<file path="config.mk">
export PLATFORM = sky130hd
export DESIGN_NAME = rr_grant_encoder
export DESIGN_NICKNAME = d
export VERILOG_FILES = /design/src/rtl/dec_pkg.sv /design/src/rtl/rr_pick.sv /design/src/rtl/rr_grant_encoder.sv
export SDC_FILE = /design/constraint.sdc
export NUM_CORES = 1
export LEC_CHECK = 0
export ABC_AREA = 1
export BUFFER_PORTS_ARGS = -buffer_cell sky130_fd_sc_hd__buf_2
export CORE_MARGIN = 10
export CORE_UTILIZATION = 52
export CTS_BUF_LIST = sky130_fd_sc_hd__clkbuf_2 sky130_fd_sc_hd__clkbuf_4 sky130_fd_sc_hd__clkbuf_8
export DETAILED_ROUTE_END_ITERATION = 10
export GPL_ROUTABILITY_DRIVEN = 1
export PLACE_DENSITY = 0.81
export SYNTH_ARGS = -nofsm -noshare
export SYNTH_HDL_FRONTEND = slang
export SYNTH_SLANG_ARGS = --single-unit
</file>
<file path="constraint.sdc">
create_clock -name clk -period 1.5 [get_ports clk]
set_clock_uncertainty 0.15 [all_clocks]
set_input_delay 0.075 -clock clk [delete_from_list [all_inputs] [get_ports clk]]
set_output_delay 0.075 -clock clk [all_outputs]
set_load 0.005 [all_outputs]
</file>
<file path="src/rtl/dec_pkg.sv">
// Shared definitions for the round-robin arbiter and the downstream enable-decoder.
// Holds the FSM state type, the default index width and a constant clog2 helper.
package dec_pkg;

  localparam int DEC_N        = 2;
  localparam int DEF_MAX_HOLD = 15;

  typedef enum logic {
    S_IDLE  = 1'b0,
    S_GRANT = 1'b1
  } state_t;

  function automatic int clog2(input int value);
    int result;
    result = 0;
    for (int v = value - 1; v > 0; v = v >> 1) begin
      result = result + 1;
    end
    return result;
  endfunction

endpackage

</file>
<file path="src/rtl/rr_pick.sv">
// Combinational rotate-and-priority-encode: finds the first set request
// starting at ptr and wrapping, so the requester at ptr has top priority.
module rr_pick
  import dec_pkg::*;
#(
  parameter int N = DEC_N
) (
  input  logic [(2**N)-1:0] req_i,
  input  logic [N-1:0]      ptr_i,
  output logic              any_o,
  output logic [N-1:0]      winner_o
);

  logic [N-1:0] cand;

  // Scan from the farthest offset back to ptr so the nearest set bit wins last.
  always_comb begin
    any_o    = 1'b0;
    winner_o = '0;
    cand     = '0;
    for (int i = (2**N) - 1; i >= 0; i--) begin
      cand = ptr_i + N'(i);
      if (req_i[cand]) begin
        any_o    = 1'b1;
        winner_o = cand;
      end
    end
  end

endmodule

</file>
<file path="src/rtl/rr_grant_encoder.sv">
// Round-robin arbiter feeding the enable-decoder: registers an encoded winner index
// plus enable, holding the grant until release, withdrawal or a forced timeout.
module rr_grant_encoder
  import dec_pkg::*;
#(
  parameter int N        = DEC_N,
  parameter int MAX_HOLD = DEF_MAX_HOLD
) (
  input  logic              clk,
  input  logic              rst_n,
  input  logic [(2**N)-1:0] req_i,
  input  logic              release_i,
  output logic [N-1:0]      grant_idx_o,
  output logic              grant_en_o,
  output logic              timeout_o
);

  localparam int            HW        = clog2(MAX_HOLD + 1);
  localparam logic [HW-1:0] HOLD_LAST = HW'(MAX_HOLD - 1);
  localparam logic [HW-1:0] HOLD_SAT  = '1;

  state_t        state_q, state_d;
  logic [N-1:0]  ptr_q, ptr_d;
  logic [N-1:0]  grant_idx_q, grant_idx_d;
  logic          grant_en_q, grant_en_d;
  logic          timeout_q, timeout_d;
  logic [HW-1:0] hold_q, hold_d;

  logic          pick_any;
  logic [N-1:0]  pick_winner;
  logic          owner_req;
  logic          hold_done;

  rr_pick #(.N(N)) u_pick (
    .req_i    (req_i),
    .ptr_i    (ptr_q),
    .any_o    (pick_any),
    .winner_o (pick_winner)
  );

  assign owner_req = req_i[grant_idx_q];
  assign hold_done = (hold_q == HOLD_LAST);

  always_comb begin
    state_d     = state_q;
    ptr_d       = ptr_q;
    grant_idx_d = grant_idx_q;
    grant_en_d  = grant_en_q;
    timeout_d   = 1'b0;
    hold_d      = hold_q;
    unique case (state_q)
      S_IDLE: begin
        grant_en_d = 1'b0;
        if (pick_any) begin
          state_d     = S_GRANT;
          grant_idx_d = pick_winner;
          grant_en_d  = 1'b1;
          hold_d      = '0;
        end
      end
      S_GRANT: begin
        if (hold_q != HOLD_SAT) begin
          hold_d = hold_q + HW'(1);
        end
        // Release takes precedence: a timeout is flagged only when nothing else ended the grant.
        if (release_i || !owner_req || hold_done) begin
          state_d    = S_IDLE;
          grant_en_d = 1'b0;
          ptr_d      = grant_idx_q + N'(1);
          timeout_d  = !release_i && owner_req && hold_done;
        end
      end
      default: begin
        state_d    = S_IDLE;
        grant_en_d = 1'b0;
      end
    endcase
  end

  always_ff @(posedge clk or negedge rst_n) begin
    if (!rst_n) begin
      state_q     <= S_IDLE;
      ptr_q       <= '0;
      grant_idx_q <= '0;
      grant_en_q  <= 1'b0;
      timeout_q   <= 1'b0;
      hold_q      <= '0;
    end else begin
      state_q     <= state_d;
      ptr_q       <= ptr_d;
      grant_idx_q <= grant_idx_d;
      grant_en_q  <= grant_en_d;
      timeout_q   <= timeout_d;
      hold_q      <= hold_d;
    end
  end

  assign grant_idx_o = grant_idx_q;
  assign grant_en_o  = grant_en_q;
  assign timeout_o   = timeout_q;

endmodule
</file>
==> metrics.csv, run 1 <==
metric,value,unit
non-filler instance count after layout,145,
cell area after synthesis,769,µm²
syn_nets,117,
clock-pin transition on the worst setup and hold timing paths,0.07,ns
reg2reg setup slack,-0.06,ns
"Seq/Total Area, Yosys",35.8,%
CTS HTree Levels,1,
"area leader, netlist",dfrtp_1,
Setup-failing EPs final,6,
CP endpoint kind,flip-flop,
Die H,58.5,µm
Worst EP required,1.51,ns
Max Root-Sink Buffers,2,
via/cell ratio,5.22,
Yosys cell types,21,
Initial DRT Pass Iterations,4,
core area,0.00135,mm²
status,"finished, violations left",
clk_lat worst skew,0.27,ns
Max-slew headroom,82.1,%
YS warnings,0,
maxcap violations,0,
CTS Buf Count,3,
share of cells above drive strength 1,42.3,%
I/O Buffers,10,
PD cells,2250,mW/mm²
cell breakdown of the critical path,buf_12 > inv_8 > nand2_1 > nand2_2 > inv_2 > nor2_4 > nand2_2 > nand2_4 > o21ai_1,
Leakage Power,0.000529,µW
Layout area overhead,30.9,%
ys async rst share,100,%
DRC Markers,0,
Place WS,-0.0631,ns
TritonCTS clock tree,built,
"commonest cells after routing, fill and taps aside","33 x nand2_1, 15 x nand2_2, 10 x buf_2",
Die W,58.5,µm
Routed WL per cell,12.4,µm
# fillers,104,
min Tclk post-route,1.56,ns
critical path class,reg2reg,
Mapped Cells,108,
FP Rows,13,
R2R cell count,9,
Initial Utilization,57.0,%
WL final,1.80,mm
fmax,643,MHz
number of buffers and inverters on the critical path,3,
multi-input logic area,485,µm²
"most used cell, CP",nand2_2,
Worst-Margin Slew,0.268,ns
Register Area,278,µm²
failing checks,setup timing,
initial antenna violation count,0,
die area,0.00342,mm²
total congestion overflow,0,
# IOs,11,
"Max FO, Critical Path",6,
# diodes,0,
detailed placement HPWL,1.25,mm
RSZ-0062 raised after global routing,yes,
CP top delay family,simple AND/OR/NAND/NOR gates,
Reg-to-Reg End,grant_en_o,
placed inst area,850,µm²
Mapped Avg Cell Area,7.12,µm²
"Worst Setup Slack, final",-0.0553,ns
Synth Flop Type,dfrtp_1,
Min-Delay Path Class,in2async,
Final Net Count,140,
Root Driver,clkbuf_4,
Synth top area share,35.8,%
antenna-violating nets left,0,
Min Hold Slack,0.0412,ns
detailed router's first-iteration violation count,9,
CTS sink count,11,
via count,757,
Worst path slowest cell,dfrtp_2,
Routability Congestion,0.827,
PnR Total Power,2270,µW
WP data arrival,1.56,ns
first-pass GRT wire length,2.86,mm
CP peak stage delay,0.45,ns
dominant cells by area after synthesis,"dfrtp_1 36%, nand2_1 20%, nand3_1 5.9%",
"most common cell after layout, fill and taps aside",nand2_1,
#FFs+latches synth,11,
global router's overall resource usage,10.3,%
vias in the first global route,693,
Post-Layout Inst Area,0.00101,mm²
r2r startpoint,ptr_q[0],
Final period util,104,%
Final Slew Violations,0,
largest net degree at the start of global routing,12,
CP startpoint kind,flip-flop,
"EDFF count, synth",0,
Final Hold Fails,0,
maximum VDD drop,1.52,mV
# placed instances,135,
[per-stage QoR]
stage / util (%) / TNS (ns)
after floorplan: - / 0
after global placement: 62.9 / -0.0162
after detailed placement: 62.9 / -0.214
after CTS: 66.7 / -0.0370
after global routing: 74.6 / -0.944
final: 74.6 / -0.276
[state kept, by name (all words and copies together) (netlist names)]
name,count
ptr_q,2
hold_q,4
grant_idx_o,2
grant_en_o,1
state_q,1
timeout_o,1
[cells in the mapped netlist, types with 2 or more instances]
| cell | number |
|---|---|
| ha_1 | 2 |
| o21ai_0 | 6 |
| nor2_1 | 3 |
| xor2_1 | 2 |
| nor2_4 | 2 |
| nand2_1 | 42 |
| dfrtp_1 | 11 |
| nand4_1 | 2 |
| nand2_4 | 2 |
| nand3_1 | 9 |
| nand2_2 | 7 |
| inv_1 | 11 |
[layout make-up]
class	count	share of cell area, %
Multi-Input combinational cell	83	48.2
Sequential cell	11	27.6
Timing Repair Buffer	19	13.8
Inverter	13	5.59
Clock buffer	4	2.98
Tap cell	15	1.86
[worst register-to-register path: cells and delay by family, from the launching register on]
family	cells	cell delay, ns
buffers and inverters	3	0.27
AO/OA/AOI/OAI	1	0.07
AND/OR/NAND/NOR	5	0.51
flip-flops	1	0.45
[cells by family after synthesis]
group / after synthesis / synth area share (%)
AO/OA/AOI/OAI: 10 / 7.32
XOR/XNOR: 3 / 3.42
adder cells (fa/ha/maj): 2 / 3.25
buffers and inverters: 14 / 8.45
flip-flops: 11 / 35.8
AND/OR/NAND/NOR: 68 / 41.8
[metal layers]
metal  GRT usage, %  wire length, µm  up-vias
met3           2.58               75        9
li1               -                -      385
met4           5.70               65        0
met2           17.1              944       15
met5              0                0        -
met1           11.6              717      348
[how the worst max path moves through the flow]
stage,start,endpoint,slack (ns),cells past startpoint
finish,ptr_q[0],grant_en_o,-0.06,9
global placement,ptr_q[0],grant_idx_o[1],-0.007,8
detailed placement,ptr_q[0],grant_idx_o[0],-0.06,9
global route,ptr_q[0],grant_idx_o[0],-0.16,11
floorplan,ptr_q[0],grant_idx_o[0],0.08,9
CTS,ptr_q[0],grant_idx_o[0],-0.02,8
[repair_timing]
action                                  4_1_cts  5_1_grt
gates resized for setup                       1       27
hold buffers                                  2        0
buffers inserted                              0        4
endpoints found under the hold margin        13        0
pin swaps                                     0        9
endpoints found under the setup margin        7        8
[where the power goes]
group,switching [µW],leakage (µW),total [µW],internal [µW]
Sequential,184,0.000137,612,428
Clock,99.8,0.0000184,221,121
Combinational,818,0.000374,1440,617
Total,1100,0.000529,2270,1170
(Power assumes the default switching activity.)
==> inputs of run 2 (changes only) <==
--- a/config.mk
+++ b/config.mk
@@ -7,12 +7,14 @@
 export LEC_CHECK = 0
 export ABC_AREA = 1
 export BUFFER_PORTS_ARGS = -buffer_cell sky130_fd_sc_hd__buf_2
+export CAP_MARGIN = 20
 export CORE_MARGIN = 10
 export CORE_UTILIZATION = 52
 export CTS_BUF_LIST = sky130_fd_sc_hd__clkbuf_2 sky130_fd_sc_hd__clkbuf_4 sky130_fd_sc_hd__clkbuf_8
 export DETAILED_ROUTE_END_ITERATION = 10
 export GPL_ROUTABILITY_DRIVEN = 1
 export PLACE_DENSITY = 0.81
+export REMOVE_ABC_BUFFERS = 1
 export SYNTH_ARGS = -nofsm -noshare
 export SYNTH_HDL_FRONTEND = slang
 export SYNTH_SLANG_ARGS = --single-unit
==> run 2 against run 1 <==
  * The flow still finishes with violations (setup timing)
  * Sequential cell count unchanged
  * Hold slack improved by 0.055 ns
  * Highest routed layer unchanged
  * Via count is 1.3% higher
  * Maximum frequency shrank 3.2%
  * Design area is 3.5% higher
  * Sequential power rose by 3.9%
  * Critical endpoint is now hold_q[1]
  * Global-route usage grew 1.1 points
==> metrics.csv, run 2 (same netlist as run 1, synthesis figures left out) <==
metric,value,unit,change
switching power share of the total,50.0,%,+1.4 points
"Worst Setup Slack, final",-0.106,ns,-0.0508 ns
Setup-failing EPs final,6,,unchanged
clock-pin transition on the worst setup and hold timing paths,0.08,ns,about the same
Worst-Margin Slew,0.281,ns,+0.0126 ns
Routability Congestion,0.875,,+5.8%
Worst EP required,1.56,ns,+0.05 ns
Reg-to-Reg End,hold_q[1],,
# diodes,0,,unchanged
clk_lat worst skew,0.27,ns,about the same
non-filler instance count after layout,148,,+2.1%
global router's overall resource usage,11.4,%,+1.1 points
Max-slew headroom,81.3,%,-0.84 points
Layout Utilization,77.2,%,+2.6 points
share of cells above drive strength 1,42.1,%,-0.20 points
"most used cell, CP",nand2_4,,
WL final,2.12,mm,+17%
CTS Buf Count,3,,unchanged
detailed router's first-iteration violation count,19,,+10
FP Rows,13,,unchanged
first-pass GRT wire length,3.12,mm,+8.9%
maxcap violations,0,,unchanged
r2r startpoint,ptr_q[0],,
Initial DRT Pass Iterations,6,,+2
min Tclk post-route,1.61,ns,+0.0508 ns
Gate power share,64.3,%,+1.0 points
CP top delay family,simple AND/OR/NAND/NOR gates,,
failing checks,setup timing,,
max reg flops,4,,unchanged
Final Slew Violations,0,,unchanged
Layout area overhead,35.4,%,
switching power,1180,µW,+7.1%
maximum VDD drop,1.38,mV,-9.2%
Worst path slowest cell,dfrtp_2,,
DRC Markers,0,,unchanged
CP peak stage delay,0.50,ns,+0.05 ns
Min Hold Slack,0.0958,ns,+0.0545 ns
die area,0.00342,mm²,unchanged
Routed WL per cell,14.3,µm,+15%
reg2reg setup slack,-0.11,ns,-0.05 ns
Final period util,107,%,+3.4 points
initial antenna violation count,0,,unchanged
Initial Utilization,57.0,%,unchanged
CTS sink count,11,,unchanged
largest register by flop count,hold_q,,
TritonCTS clock tree,built,,
critical path class,reg2reg,,
detailed placement HPWL,1.33,mm,+6.3%
antenna-violating nets left,0,,unchanged
"most common cell after layout, fill and taps aside",nand2_1,,
I/O Buffers,10,,unchanged
PnR Total Power,2360,µW,+4.1%
cell breakdown of the critical path,buf_6 > nand2_4 > nand2_4 > nand2_4 > nand2_4 > nor2_4 > nand2_2 > nand2_4 > nand3_2 > nand2_1,,
Final Net Count,143,,+2.1%
# IOs,11,,unchanged
largest net degree at the start of global routing,12,,unchanged
CP endpoint kind,flip-flop,,
Die W,58.5,µm,unchanged
core area,0.00135,mm²,unchanged
Clock power frac,8.8,%,-0.9 points
Min-Delay Path Class,in2async,,
CTS HTree Levels,1,,unchanged
PD cells,2270,mW/mm²,+0.64%
R2R cell count,10,,+1
RSZ-0062 raised after global routing,yes,,
Leakage Power,0.000556,µW,+5.0%
total congestion overflow,0,,unchanged
via/cell ratio,5.18,,-0.73%
fmax,623,MHz,-3.2%
Final Hold Fails,0,,unchanged
CP startpoint kind,flip-flop,,
"commonest cells after routing, fill and taps aside","37 x nand2_1, 10 x buf_2, 9 x dfrtp_1",,
# placed instances,137,,+1.5%
number of buffers and inverters on the critical path,1,,-2
Max Root-Sink Buffers,2,,unchanged
Internal Pwr Total,1180,µW,+1.4%
status,"finished, violations left",,
via count,767,,+1.3%
"Max FO, Critical Path",6,,unchanged
WP data arrival,1.66,ns,+0.10 ns
sequential power share,26.9,%,about the same
Die H,58.5,µm,unchanged
Root Driver,clkbuf_4,,
vias in the first global route,672,,-3.0%
## run 2: worst max-delay path by stage
stage               slack [ns]             end     start  depth (start not counted)
CTS                      -0.03  grant_idx_o[0]  ptr_q[0]                         11
floorplan                 0.06  grant_idx_o[0]  ptr_q[0]                          9
global route             -0.18       hold_q[0]  ptr_q[0]                         10
detailed placement       -0.11  grant_idx_o[0]  ptr_q[0]                          9
finish                   -0.11       hold_q[1]  ptr_q[0]                         10
global placement         -0.04  grant_idx_o[0]  ptr_q[0]                          9
## run 2: power groups by stage
stage	clock network [µW]	registers, µW	logic (µW)
2_1_floorplan	0	578	844
3_3_place_gp	0	593	1120
3_5_place_dp	0	602	1160
4_1_cts	209	598	1260
5_1_grt	230	654	1660
6_report	207	636	1520
## run 2: cell type report
type / count / area, µm²
inverter: 13 / 53.8
clock buffer: 3 / 22.5
sequential: 11 / 278
timing repair buffer: 22 / 156
fill: 108 / 308
clock inverter: 1 / 5.00
multi-input combinational: 83 / 508
tap: 15 / 18.8
## run 2: stage by stage
step,setup WS (ns),instance area [µm²],setup TNS [ns]
5_1_grt,-0.175,1040,-1.07
6_report,-0.106,1040,-0.550
4_1_cts,-0.0341,948,-0.0816
3_5_place_dp,-0.107,865,-0.264
2_1_floorplan,0.0582,758,0
3_3_place_gp,-0.0439,865,-0.0439
## run 2: routing by layer
metal	up-vias	wire length, µm	GRT usage [%]
met3	2	74	2.79
met5	-	0	0
met4	0	10	5.70
met1	352	876	13.7
li1	391	-	-
met2	22	1160	18.2
## run 2: what timing repair did
item | CTS | global route
resized for setup | 10 | 21
endpoints found under the hold margin | 14 | 0
buffers inserted | 2 | 3
hold buffers | 2 | 0
pin swaps | 3 | 19
endpoints found under the setup margin | 8 | 10
==> inputs of run 3 (changes only) <==
--- a/config.mk
+++ b/config.mk
@@ -6,11 +6,12 @@
 export NUM_CORES = 1
 export LEC_CHECK = 0
 export ABC_AREA = 1
-export BUFFER_PORTS_ARGS = -buffer_cell sky130_fd_sc_hd__buf_2
+export BUFFER_PORTS_ARGS = -buffer_cell sky130_fd_sc_hd__clkbuf_2
 export CAP_MARGIN = 20
 export CORE_MARGIN = 10
 export CORE_UTILIZATION = 52
 export CTS_BUF_LIST = sky130_fd_sc_hd__clkbuf_2 sky130_fd_sc_hd__clkbuf_4 sky130_fd_sc_hd__clkbuf_8
+export CTS_CLUSTER_DIAMETER = 60
 export DETAILED_ROUTE_END_ITERATION = 10
 export GPL_ROUTABILITY_DRIVEN = 1
 export PLACE_DENSITY = 0.81
==> run 3 against run 2 <==
  * The run still ends with setup timing left
  * Combinational power shrank 11%
  * Die area is the same
  * Largest cell class unchanged
  * First-iteration DRC count shrank 21%
==> metrics.csv, run 3 (same netlist as run 1, synthesis figures left out) <==
metric,value,unit,change
detailed router's first-iteration violation count,15,,-4
CP startpoint kind,flip-flop,,
Routability Congestion,0.835,,-4.6%
# IOs,11,,unchanged
largest register by flop count,hold_q,,
via count,746,,-2.7%
r2r startpoint,ptr_q[0],,
clk_lat worst skew,0.27,ns,about the same
"Max FO, Critical Path",6,,unchanged
total congestion overflow,0,,unchanged
initial antenna violation count,0,,unchanged
Min-Delay Path Class,in2async,,
failing checks,setup timing,,
vias in the first global route,733,,+9.1%
status,"finished, violations left",,
Initial DRT Pass Iterations,5,,-1
via/cell ratio,5.11,,-1.4%
Final period util,104,%,-2.8 points
largest net degree at the start of global routing,12,,unchanged
Worst EP required,1.56,ns,about the same
RSZ-0062 raised after global routing,yes,,
PD cells,2220,mW/mm²,-2.1%
Max-slew headroom,82.5,%,+1.2 points
Layout area overhead,27.8,%,
WP data arrival,1.62,ns,-0.04 ns
fmax,639,MHz,+2.7%
DRC Markers,0,,unchanged
Leakage Power,0.000532,µW,-4.3%
CTS HTree Levels,1,,unchanged
Max Root-Sink Buffers,2,,unchanged
CP endpoint kind,flip-flop,,
Final Hold Fails,0,,unchanged
core area,0.00135,mm²,unchanged
Die W,58.5,µm,unchanged
"most common cell after layout, fill and taps aside",nand2_1,,
# fillers,117,,+8.3%
critical path class,reg2reg,,
maximum VDD drop,1.41,mV,+1.6%
TritonCTS clock tree,built,,
Post-Layout Inst Area,983,µm²,-5.6%
Initial Utilization,57.0,%,unchanged
# diodes,0,,unchanged
WL final,1.77,mm,-16%
Root Driver,clkbuf_4,,
clock-pin transition on the worst setup and hold timing paths,0.07,ns,about the same
FP Rows,13,,unchanged
CTS sink count,11,,unchanged
Reg-to-Reg End,hold_q[1],,
Min Hold Slack,0.0544,ns,-0.0413 ns
PnR Total Power,2180,µW,-7.7%
share of cells above drive strength 1,41.2,%,-0.88 points
max reg flops,4,,unchanged
non-filler instance count after layout,146,,-1.4%
Final Slew Violations,0,,unchanged
detailed placement HPWL,1.30,mm,-2.1%
# placed instances,134,,-2.2%
"Worst Setup Slack, final",-0.0642,ns,+0.0419 ns
I/O Buffers,10,,unchanged
"commonest cells after routing, fill and taps aside","34 x nand2_1, 14 x nand2_2, 10 x clkbuf_2",,
first-pass GRT wire length,2.92,mm,-6.4%
Final Net Count,141,,-1.4%
reg2reg setup slack,-0.06,ns,+0.04 ns
antenna-violating nets left,0,,unchanged
maxcap violations,0,,unchanged
global router's overall resource usage,10.2,%,-1.1 points
min Tclk post-route,1.56,ns,-0.0419 ns
Routed WL per cell,12.1,µm,-15%
R2R cell count,10,,unchanged
die area,0.00342,mm²,unchanged
Setup-failing EPs final,6,,unchanged
Die H,58.5,µm,unchanged
CTS Buf Count,3,,unchanged
Place WS,-0.0785,ns,+0.0284 ns
Worst-Margin Slew,0.262,ns,-0.0185 ns
placed inst area,842,µm²,-2.6%
-- run 3: area by class of cell --
class                   instances  area (µm²)  share of cell area, %
clock buffers                   3        22.5                   2.29
clock inverters                 1        5.00                  0.509
inverters                      13        53.8                   5.47
multi-input cells              83         468                   47.6
flip-flops and latches         11         278                   28.2
well taps                      15        18.8                   1.91
repair buffers                 20         138                   14.0
-- run 3: worst max-delay path, cell delays in order (launching register included) --
cell     delay [ns]
dfrtp_2        0.48
buf_6          0.15
nand2_2        0.05
nand2_2        0.06
nand2_2        0.08
nand2_2        0.07
nor2_4         0.14
nand2_2        0.08
nand2_4        0.12
nand3_2        0.07
nand2_1        0.07
-- run 3: timing repair --
action	in CTS	in global routing
setup buffers	0	6
pin swaps	0	7
gates resized for setup	3	20
setup endpoints to repair	8	10
hold buffers	2	0
endpoints found under the hold margin	13	0
-- run 3: metal layers --
layer / GRT usage [%] / vias up / wire length [µm]
met5: 0 / - / 0
met3: 2.58 / 4 / 59
met4: 3.02 / 0 / 19
li1: - / 389 / -
met1: 11.7 / 340 / 709
met2: 18.1 / 13 / 983
-- run 3: power breakdown --
part	leakage (µW)	total, µW	internal [µW]	switching (µW)
Clock	0.0000177	203	98.6	104
Sequential	0.000137	614	427	186
Combinational	0.000377	1360	581	784
Total	0.000532	2180	1110	1070
-- run 3: worst max-delay path by stage --
stage	from	to	slack, ns	cells after the start
finish	ptr_q[0]	hold_q[1]	-0.06	10
global route	ptr_q[0]	hold_q[1]	-0.15	10
CTS	ptr_q[0]	grant_idx_o[1]	-0.03	9
detailed placement	ptr_q[0]	grant_idx_o[0]	-0.08	9
global placement	ptr_q[0]	grant_idx_o[1]	-0.01	8
floorplan	ptr_q[0]	grant_idx_o[0]	0.06	9
-- run 3: stage by stage --
step / setup TNS [ns] / util [%]
global placement: -0.0132 / 62.4
finish: -0.303 / 72.8
detailed placement: -0.292 / 62.4
CTS: -0.0421 / 66.3
floorplan: 0 / -
global route: -1.01 / 72.8
